==> src/rtl/ringy_dump_tx.sv <==
// ringy_dump_tx
//   Byte-serial readout of the ringy accumulator and cell bank. A start in IDLE
//   snapshots cnt_in and cells_in, then one frame is streamed over an 8-bit
//   valid/ready interface:
//     HDR, LEN=4+CELLS, cnt[31:24..7:0], cell0..cell(CELLS-1), SUM
//   SUM is (LEN + counter bytes + cells) mod 256; HDR is excluded.
//
// Ports
//   clk, rst_n       clock, asynchronous active-low reset (release re-timed)
//   start            dump request, sampled only in IDLE
//   abort            drop current frame (priority over handshake)
//   cnt_in           32-bit accumulator to snapshot
//   cells_in         CELLS x 8-bit cell bank, cell i = cells_in[8*i+7:8*i]
//   tx_data/tx_valid byte source side of the handshake
//   tx_ready         sink accepts when tx_valid && tx_ready at posedge
//   busy             high while a frame is in flight
//   done             one-cycle pulse after SUM is accepted
module ringy_dump_tx #(
    parameter int unsigned CELLS = 10,
    parameter logic [7:0]  HDR   = 8'hA5
) (
    input  logic                 clk,
    input  logic                 rst_n,
    input  logic                 start,
    input  logic                 abort,
    input  logic [31:0]          cnt_in,
    input  logic [8*CELLS-1:0]   cells_in,
    output logic [7:0]           tx_data,
    output logic                 tx_valid,
    input  logic                 tx_ready,
    output logic                 busy,
    output logic                 done
);

    localparam int unsigned    IW        = $clog2(CELLS) + 1;
    localparam logic [7:0]     LEN_BYTE  = 8'(4 + CELLS);
    localparam logic [IW-1:0]  LAST_CELL = IW'(CELLS - 1);

    typedef enum logic [2:0] {
        S_IDLE,
        S_HDR,
        S_LEN,
        S_CNT,
        S_CELL,
        S_SUM
    } state_e;

    state_e               state_q, state_d;
    logic                 rst_sync_q;
    logic [1:0]           cidx_q, cidx_d;
    logic [IW-1:0]        kidx_q, kidx_d;
    logic [7:0]           sum_q, sum_d;
    logic                 done_q, done_d;
    logic [31:0]          cnt_q;
    logic [8*CELLS-1:0]   cells_q;
    logic                 load;
    logic                 hs;
    logic [7:0]           cnt_byte;
    logic [7:0]           cell_byte;

    // Reset release is re-timed: the FSM may only accept a start once this
    // flop has seen one clean edge after rst_n rises.
    always_ff @(posedge clk or negedge rst_n) begin
        if (!rst_n) begin
            rst_sync_q <= 1'b0;
        end else begin
            rst_sync_q <= 1'b1;
        end
    end

    always_ff @(posedge clk or negedge rst_n) begin
        if (!rst_n) begin
            state_q <= S_IDLE;
            cidx_q  <= '0;
            kidx_q  <= '0;
            sum_q   <= '0;
            done_q  <= 1'b0;
            cnt_q   <= '0;
            cells_q <= '0;
        end else begin
            state_q <= state_d;
            cidx_q  <= cidx_d;
            kidx_q  <= kidx_d;
            sum_q   <= sum_d;
            done_q  <= done_d;
            if (load) begin
                cnt_q   <= cnt_in;
                cells_q <= cells_in;
            end
        end
    end

    assign tx_valid = (state_q != S_IDLE);
    assign busy     = (state_q != S_IDLE);
    assign done     = done_q;
    assign hs       = tx_valid && tx_ready;

    always_comb begin
        cnt_byte = '0;
        case (cidx_q)
            2'd0:    cnt_byte = cnt_q[31:24];
            2'd1:    cnt_byte = cnt_q[23:16];
            2'd2:    cnt_byte = cnt_q[15:8];
            default: cnt_byte = cnt_q[7:0];
        endcase
    end

    always_comb begin
        cell_byte = '0;
        for (int unsigned i = 0; i < CELLS; i++) begin
            if (kidx_q == IW'(i)) begin
                cell_byte = cells_q[8*i +: 8];
            end
        end
    end

    always_comb begin
        tx_data = '0;
        case (state_q)
            S_HDR:   tx_data = HDR;
            S_LEN:   tx_data = LEN_BYTE;
            S_CNT:   tx_data = cnt_byte;
            S_CELL:  tx_data = cell_byte;
            S_SUM:   tx_data = sum_q;
            default: tx_data = '0;
        endcase
    end

    always_comb begin
        state_d = state_q;
        cidx_d  = cidx_q;
        kidx_d  = kidx_q;
        done_d  = 1'b0;
        load    = 1'b0;

        case (state_q)
            S_IDLE: begin
                if (rst_sync_q && start && !abort) begin
                    state_d = S_HDR;
                    load    = 1'b1;
                    cidx_d  = '0;
                    kidx_d  = '0;
                end
            end
            S_HDR: begin
                if (hs) state_d = S_LEN;
            end
            S_LEN: begin
                if (hs) begin
                    state_d = S_CNT;
                    cidx_d  = '0;
                end
            end
            S_CNT: begin
                if (hs) begin
                    if (cidx_q == 2'd3) begin
                        state_d = S_CELL;
                        kidx_d  = '0;
                    end else begin
                        cidx_d = cidx_q + 2'd1;
                    end
                end
            end
            S_CELL: begin
                if (hs) begin
                    if (kidx_q == LAST_CELL) begin
                        state_d = S_SUM;
                    end else begin
                        kidx_d = kidx_q + IW'(1);
                    end
                end
            end
            S_SUM: begin
                if (hs) begin
                    state_d = S_IDLE;
                    done_d  = 1'b1;
                end
            end
            default: state_d = S_IDLE;
        endcase

        // Abort overrides whatever the handshake decided above.
        if (abort && (state_q != S_IDLE)) begin
            state_d = S_IDLE;
            done_d  = 1'b0;
        end
    end

    always_comb begin
        sum_d = sum_q;
        if (load) begin
            sum_d = '0;
        end else if (hs && !abort &&
                     (state_q == S_LEN || state_q == S_CNT || state_q == S_CELL)) begin
            sum_d = sum_q + tx_data;
        end
    end

endmodule

==> config.mk <==
export PLATFORM = sky130hd
export DESIGN_NAME = ringy_dump_tx
export DESIGN_NICKNAME = d
export VERILOG_FILES = /design/src/rtl/ringy_dump_tx.sv
export SDC_FILE = /design/constraint.sdc
export NUM_CORES = 1
export LEC_CHECK = 0
export CAP_MARGIN = 10
export CELL_PAD_IN_SITES_DETAIL_PLACEMENT = 2
export CELL_PAD_IN_SITES_GLOBAL_PLACEMENT = 2
export CORE_ASPECT_RATIO = 0.5
export CORE_UTILIZATION = 31
export CTS_CLUSTER_SIZE = 10
export DETAILED_ROUTE_END_ITERATION = 8
export PLACE_DENSITY = 0.83
export SLEW_MARGIN = 20
export SYNTH_ARGS = -nofsm -noshare
export SYNTH_HDL_FRONTEND = slang
export SYNTH_SLANG_ARGS = --single-unit
==> constraint.sdc <==
create_clock -name clk -period 3.8 [get_ports clk]
set_clock_uncertainty 0.15 [all_clocks]
set_input_delay 0.76 -clock clk [delete_from_list [all_inputs] [get_ports clk]]
set_output_delay 0.76 -clock clk [all_outputs]
set_load 0.02 [all_outputs]
==> results of run 1 <==
## critical path, delay by kind of cell, from the launching register on
kind / cells / cell delay, ns
buf+inv: 1 / 0.14
simple gates: 4 / 0.84
fa+ha+maj: 2 / 0.51
flops: 1 / 0.42
mux: 1 / 0.20
compound gates: 7 / 1.75
## cell usage after synthesis, types with 3 or more instances
library cell  number
dfrtp_1          132
buf_4              3
buf_6              4
nand3b_1           5
a221o_1            6
a211oi_1           5
clkbuf_1          19
nand4bb_1          5
a21oi_1           37
o22ai_1            7
buf_2             14
and3_1             5
inv_1             12
ha_1              16
o31ai_1            3
nor2_1            27
nand2b_1           9
a21o_1             5
nand3_1           13
nor4_1             5
o21ai_0           38
o211ai_1           7
nor3_1            10
a222oi_1           8
o21a_1             3
mux2_2           113
xor2_1             3
nand2_1           26
nor2b_1            5
a32oi_1           12
o2bb2ai_1          3
## power groups by stage
stage	clock network [mW]	logic, mW	registers (mW)
global route	1.91	2.31	2.62
floorplan	0	1.23	2.29
finish	1.84	2.16	2.57
CTS	1.84	2.06	2.51
global placement	0	1.81	2.46
detailed placement	0	1.94	2.51
## stage by stage
stage | worst slack, ns | TNS, ns | power [mW]
floorplan | -0.00104 | -0.00104 | 3.52
global placement | 0.00763 | 0 | 4.28
detailed placement | -0.233 | -0.979 | 4.44
CTS | 0.000836 | 0 | 6.41
global route | -0.442 | -1.39 | 6.84
finish | -0.306 | -0.648 | 6.58
## state kept, by name (all words and copies together), names as in the netlist
signal and cells:
cells_q 80, cidx_q 2, cnt_q 32, done 1
kidx_q 5, rst_sync_q 1, state_q 3, sum_q 8
## per-layer routing
layer	track usage [%]	vias up	share of wire (%)	routed length [um]
met5	0	-	0	0
met4	9.97	0	3.5	1020
met3	5.30	67	4.1	1180
met2	42.4	158	52	15000
met1	27.5	3080	41	11700
li1	-	2590	-	-
## timing repair
| item | 4_1_cts | 5_1_grt |
|---|---|---|
| gates cloned | 0 | 0 |
| setup endpoints to repair | 12 | 12 |
| setup buffers | 7 | 14 |
| gates resized for setup | 83 | 50 |
| pin swaps | 27 | 27 |
## cells by family after synthesis
family,share of synthesized area (%)
AO/OA/AOI/OAI,14.7
flip-flops,48.1
AND/OR/NAND/NOR,10.6
multiplexers,18.8
buffers and inverters,3.94
adder cells (fa/ha/maj),3.21
XOR/XNOR,0.638
other,0.0546
## cells in the final DEF (no fill, tap or decap), types with 5 or more instances in the layout
master and n:
o211ai_1 7, and3_1 5, o21ai_1 5, nor3_1 7, ha_4 5, buf_12 5, clkdlybuf4s50_1 118, clkbuf_16 17
ha_1 8, buf_6 6, dfrtp_1 128, a32oi_1 10, a222oi_1 8, nor2_1 22, a21o_1 5, o21ai_0 29
buf_4 62, o21ai_2 5, mux2_2 113, a221o_1 6, nand3_1 13, a21oi_1 29, nand2_1 26, a21oi_2 7
nand2b_1 9, nand3b_1 5, inv_1 9
## worst min path at each step
stage                     depth (start not counted)         from          end
after floorplan                                   1     sum_q[7]     sum_q[7]
after global placement                            1     sum_q[7]     sum_q[7]
after detailed placement                          1  cells_q[74]  cells_q[74]
after CTS                                         1        rst_n  cells_q[14]
after global routing                              1        rst_n   cells_q[5]
final                                             1        rst_n   cells_q[9]
## area by class of cell
type / count / share of cell area [%]
repair buffers: 196 / 18.7
clock inverters: 12 / 1.80
inverters: 14 / 0.557
flip-flops and latches: 132 / 33.5
well taps: 300 / 3.80
clock buffers: 20 / 4.62
multi-input cells: 416 / 37.0
==> metrics.yaml, run 1 <==
routing:
  drtIter0Drc: 375
  drc: 0
  ant_nets: 0
  dr.pass1.iters: 6
  avgViaCountPerCell: 5.41
  drt-wirelength-per-cell_um: 26.6
  num_vias: 5895
  drt_wl_total_mm: 29.0
clock_tree:
  cts_root_buffer: "clkbuf_16"
  clockBufferDepth: 2
  cts_hold_buffers: 0
  cts_buffers: 17
  cts_sinks: 132
  clk_pin_slew_ns: 0.06
  cts_tree: "built"
  h-tree-depth: 4
  worstSkewPairLatency_ns: 0.46
status:
  status: "finished, violations left"
  failed_checks: "negative setup slack"
cells_and_area:
  fillers: 2171
  layout-drive-gt1-share_pct: 37.2
  fin_util_pct: 45.6
  nets: 911
  seq_area_sq_mm: 0.00331
  finalInstanceArea_sq_mm: 0.00988
  multi_input_area_sq_mm: 0.00365
  stdcell_count: 1090
  syn2layout_area_growth_pct: 43.8
  diodes: 0
setup_path:
  crit_chain: "inv_2, ha_4, or4b_4, o21ai_0, a21oi_1, a311o_1, a221oi_2, nor3_2, ha_1, o21ai_1, nor2_2, o41ai_2, o31ai_1, nand3b_1, mux2i_1"
  ff2ff_path_depth: 15
  crit_type: "reg2reg"
  r2r-end: "sum_q[7]"
  path_max_fanout: 6
  end_kind: "flip-flop"
  critPathMaxStageDelay_ns: 0.51
  critical_path.slowest_cell: "or4b_4"
  crit_required_ns: 4.02
  reg2reg_setup_slack_ns: -0.31
  critPathLaunch: "kidx_q[0]"
  cp_data_arrival_time_ns: 4.32
  crit_end: "sum_q[7]"
  start_kind: "flip-flop"
  worstReg2RegStart: "kidx_q[0]"
placed_design:
  hpwl_mm: 17.5
  place_area_sq_mm: 0.00873
  numPortBuffers: 127
  place_inst: 1040
  routabilityCongestion: 0.822
yosys:
  syn-cell-area_sq_mm: 0.00687
  async_reset_ff_share_pct: 100
  synth_nets: 738
  synth_seq_cells: 132
  synth.distinct_cells: 67
  synth_edf_count: 0
  synth_top_cell_by_area: "dfrtp_1"
  synthFlopType: "dfrtp_1"
  yosysSeqAreaShare_pct: 48.1
  synth_cells: 604
  synth_top_area_share_pct: 48.1
  synthTopCellsByArea: "dfrtp_1 48%, mux2_2 19%, ha_1 2.9%, o21ai_0 2.8%, a21oi_1 2.7%"
  ys_warn_count: 0
  avgSynthCellArea_sq_um: 11.4
global_routing:
  grt_max_degree: 56
  overflow: 0
  antenna_found_initial: 0
  grt_usage_pct: 23.7
  grt_pass1_wl_mm: 39.6
  grt_pass1_vias: 6708
sta:
  slew_headroom_pct: 48.7
  worst_pin_slew_ns: 0.769
  grt_setup_unrepaired: "true"
  setup_slack_ns: -0.306
  final-hold-violation-count: 0
  fin_crit_ns: 4.11
  slew_violations: 0
  holdWs_ns: 0.238
  max_freq_ghz: 0.244
  setup_viol_count_final: 6
  timing.final.crit_share_pct: 108
die:
  die_area_sq_mm: 0.0228
  io_pins: 128
  num_rows: 38
  start_util_pct: 31.7
  die_w_um: 212
  core_sq_mm: 0.0217
  dieHeight_um: 107
pwr:
  pwr-share-comb_pct: 32.9
  p_int_mw: 4.27
  p_seq_share_pct: 39.1
  p_clk_share_pct: 28.0
  switching_share_pct: 35.1
  power.switching_mw: 2.31
  power_leakage_nw: 4.10
  ir_drop_mv: 0.414
  powerDensity_mw_per_mm2: 666
min_path:
  hp-class: "in2async"
run:
  maxCapViolations: 0
No activity file was read; power rests on OpenSTA's default activity.
==> run 2: changes to the inputs <==
--- a/config.mk
+++ b/config.mk
@@ -5,10 +5,10 @@
 export SDC_FILE = /design/constraint.sdc
 export NUM_CORES = 1
 export LEC_CHECK = 0
-export CAP_MARGIN = 10
 export CELL_PAD_IN_SITES_DETAIL_PLACEMENT = 2
 export CELL_PAD_IN_SITES_GLOBAL_PLACEMENT = 2
 export CORE_ASPECT_RATIO = 0.5
+export CORE_MARGIN = 5
 export CORE_UTILIZATION = 31
 export CTS_CLUSTER_SIZE = 10
 export DETAILED_ROUTE_END_ITERATION = 8
==> run 2 against run 1 <==
Compared with the run above: final cell count up 0.28%; non-clock buffer count up 3; final area down 0.98%; flip-flop and latch count unchanged; sequential share of layout area up 0.33 points; the run still ends with negative setup slack left; register-to-register slack better by 0.09 ns; worst hold slack worse by 0.014 ns; clock power up 3%; core utilization down 0.54 points.
==> metrics.yaml, run 2 (same netlist as run 1, synthesis figures left out) <==
setup_path:
  critPathMaxStageDelay_ns: 0.50
  end_kind: "flip-flop"
  path_buf_inv: 2
  critical_path.slowest_cell: "or4b_4"
  crit_top_cell: "a21oi_2"
  start_kind: "flip-flop"
  crit_family: "compound AO/OA/AOI/OAI gates"
  crit_chain: "inv_4, ha_4, or4b_4, buf_4, nor2_4, nor4_2, a211oi_2, a21oi_2, o221ai_2, o21ai_2, ha_2, fa_2, a21o_1, a21oi_2, o21bai_1, a21oi_1, xor2_1, o21ai_1"
  path_max_fanout: 5
  cp_data_arrival_time_ns: 4.15
  crit_type: "reg2reg"
  crit_required_ns: 3.94
global_routing:
  overflow: 0
  grtUsageMet3_pct: 3.97
  grt_usage_pct: 22.2
  antenna_found_initial: 0
  use_met1_pct: 27.1
  grt_pass1_wl_mm: 42.7
  grtUsageMet2_pct: 39.7
  busiest_layer: "met2"
  grt_pass1_vias: 6854
  grt_max_degree: 53
clock_tree:
  clockBufferDepth: 2
  h-tree-depth: 4
  cts_root_buffer: "clkbuf_16"
  worstSkewPairLatency_ns: 0.45
  cts_sinks: 132
  cts_hold_buffers: 0
  cts_buffers: 17
  clk_pin_slew_ns: 0.06
  cts_tree: "built"
min_path:
  hp-class: "in2async"
cells_and_area:
  top_register: "cells_q"
  syn2layout_area_growth_pct: 42.4
  layout-drive-gt1-share_pct: 35.7
  diodes: 0
  nets: 914
  largest_register_ffs: 80
  finalInstanceArea_sq_mm: 0.00978
  mostFrequentLayoutCells: "128 x dfrtp_1, 118 x clkdlybuf4s50_1, 113 x mux2_2, 69 x buf_4"
  mostFrequentLayoutCell: "dfrtp_1"
  reg.largest.list: "cells_q (80), cnt_q (32), sum_q (8)"
sta:
  max_freq_ghz: 0.249
  holdWs_ns: 0.224
  grt_setup_unrepaired: "true"
  setup_slack_ns: -0.218
  fin_crit_ns: 4.02
  slew_headroom_pct: 50.5
  timing.final.crit_share_pct: 106
  setup_viol_count_final: 6
  worst_pin_slew_ns: 0.742
  final-hold-violation-count: 0
  slew_violations: 0
placed_design:
  routabilityCongestion: 0.854
  hpwl_mm: 18.2
  place_area_sq_mm: 0.00875
  numPortBuffers: 127
routing:
  drtIter0Drc: 357
  dr.pass1.iters: 5
  drc: 0
  drt_wl_total_mm: 28.8
  num_vias: 5984
  ant_nets: 0
  drt-wirelength-per-cell_um: 26.4
  avgViaCountPerCell: 5.47
status:
  status: "finished, violations left"
  failed_checks: "negative setup slack"
pwr:
  power_leakage_nw: 4.10
  powerDensity_mw_per_mm2: 672
  ir_drop_mv: 0.346
die:
  io_pins: 128
  core_sq_mm: 0.0217
  num_rows: 38
  die_area_sq_mm: 0.0254
  die_w_um: 220
  start_util_pct: 31.6
  dieHeight_um: 115
run:
  maxCapViolations: 0
run 2: routing by layer:
metal / part of all wire [%] / up-vias / wire, um
met2: 51 / 178 / 14800
met5: 0 / - / 0
met1: 42 / 3132 / 12000
li1: - / 2603 / -
met3: 3.9 / 71 / 1120
met4: 3.3 / 0 / 942
run 2: cell type report:
class                   count  area [sq um]
fillers                  2175         11900
multi-input cells         416          3550
flip-flops and latches    132          3310
repair buffers            199          1850
clock buffers              23           468
well taps                 300           375
clock inverters             9           175
inverters                  14          55.1
run 2: timing repair:
item / 4_1_cts / 5_1_grt
gates cloned: 0 / 0
gates resized for setup: 73 / 34
setup buffers: 6 / 13
pin swaps: 17 / 24
endpoints found under the setup margin: 11 / 13
run 2: final timing paths:
check                               start         to  slack, ns  depth (start not counted)
worst min register to register   cnt_q[4]   cnt_q[4]       0.36                          1
worst min-delay path                rst_n   sum_q[5]       0.22                          1
worst max-delay path            kidx_q[0]   sum_q[6]      -0.22                         18
max in group asynchronous           rst_n  kidx_q[4]       2.54                          2
worst max register to register  kidx_q[0]   sum_q[6]      -0.22                         18
min in group clk                 cnt_q[4]   cnt_q[4]       0.36                          1
run 2: stage by stage:
stage	setup WS [ns]	instances	setup TNS [ns]	util (%)	total power, mW
after global placement	-0.0211	1043	-0.0211	40.3	4.28
after floorplan	-0.00104	604	-0.00104	-	3.52
after global routing	-0.318	1093	-1.19	45.0	6.83
after CTS	-0.0813	1081	-0.0963	44.2	6.47
after detailed placement	-0.231	1043	-0.758	40.3	4.44
final	-0.218	1093	-0.459	45.0	6.57
run 2: report_power, final:
| group | switching, mW | internal [mW] |
|---|---|---|
| logic | 1.04 | 1.08 |
| registers | 0.513 | 2.05 |
| clock network | 0.688 | 1.20 |
| total | 2.24 | 4.32 |
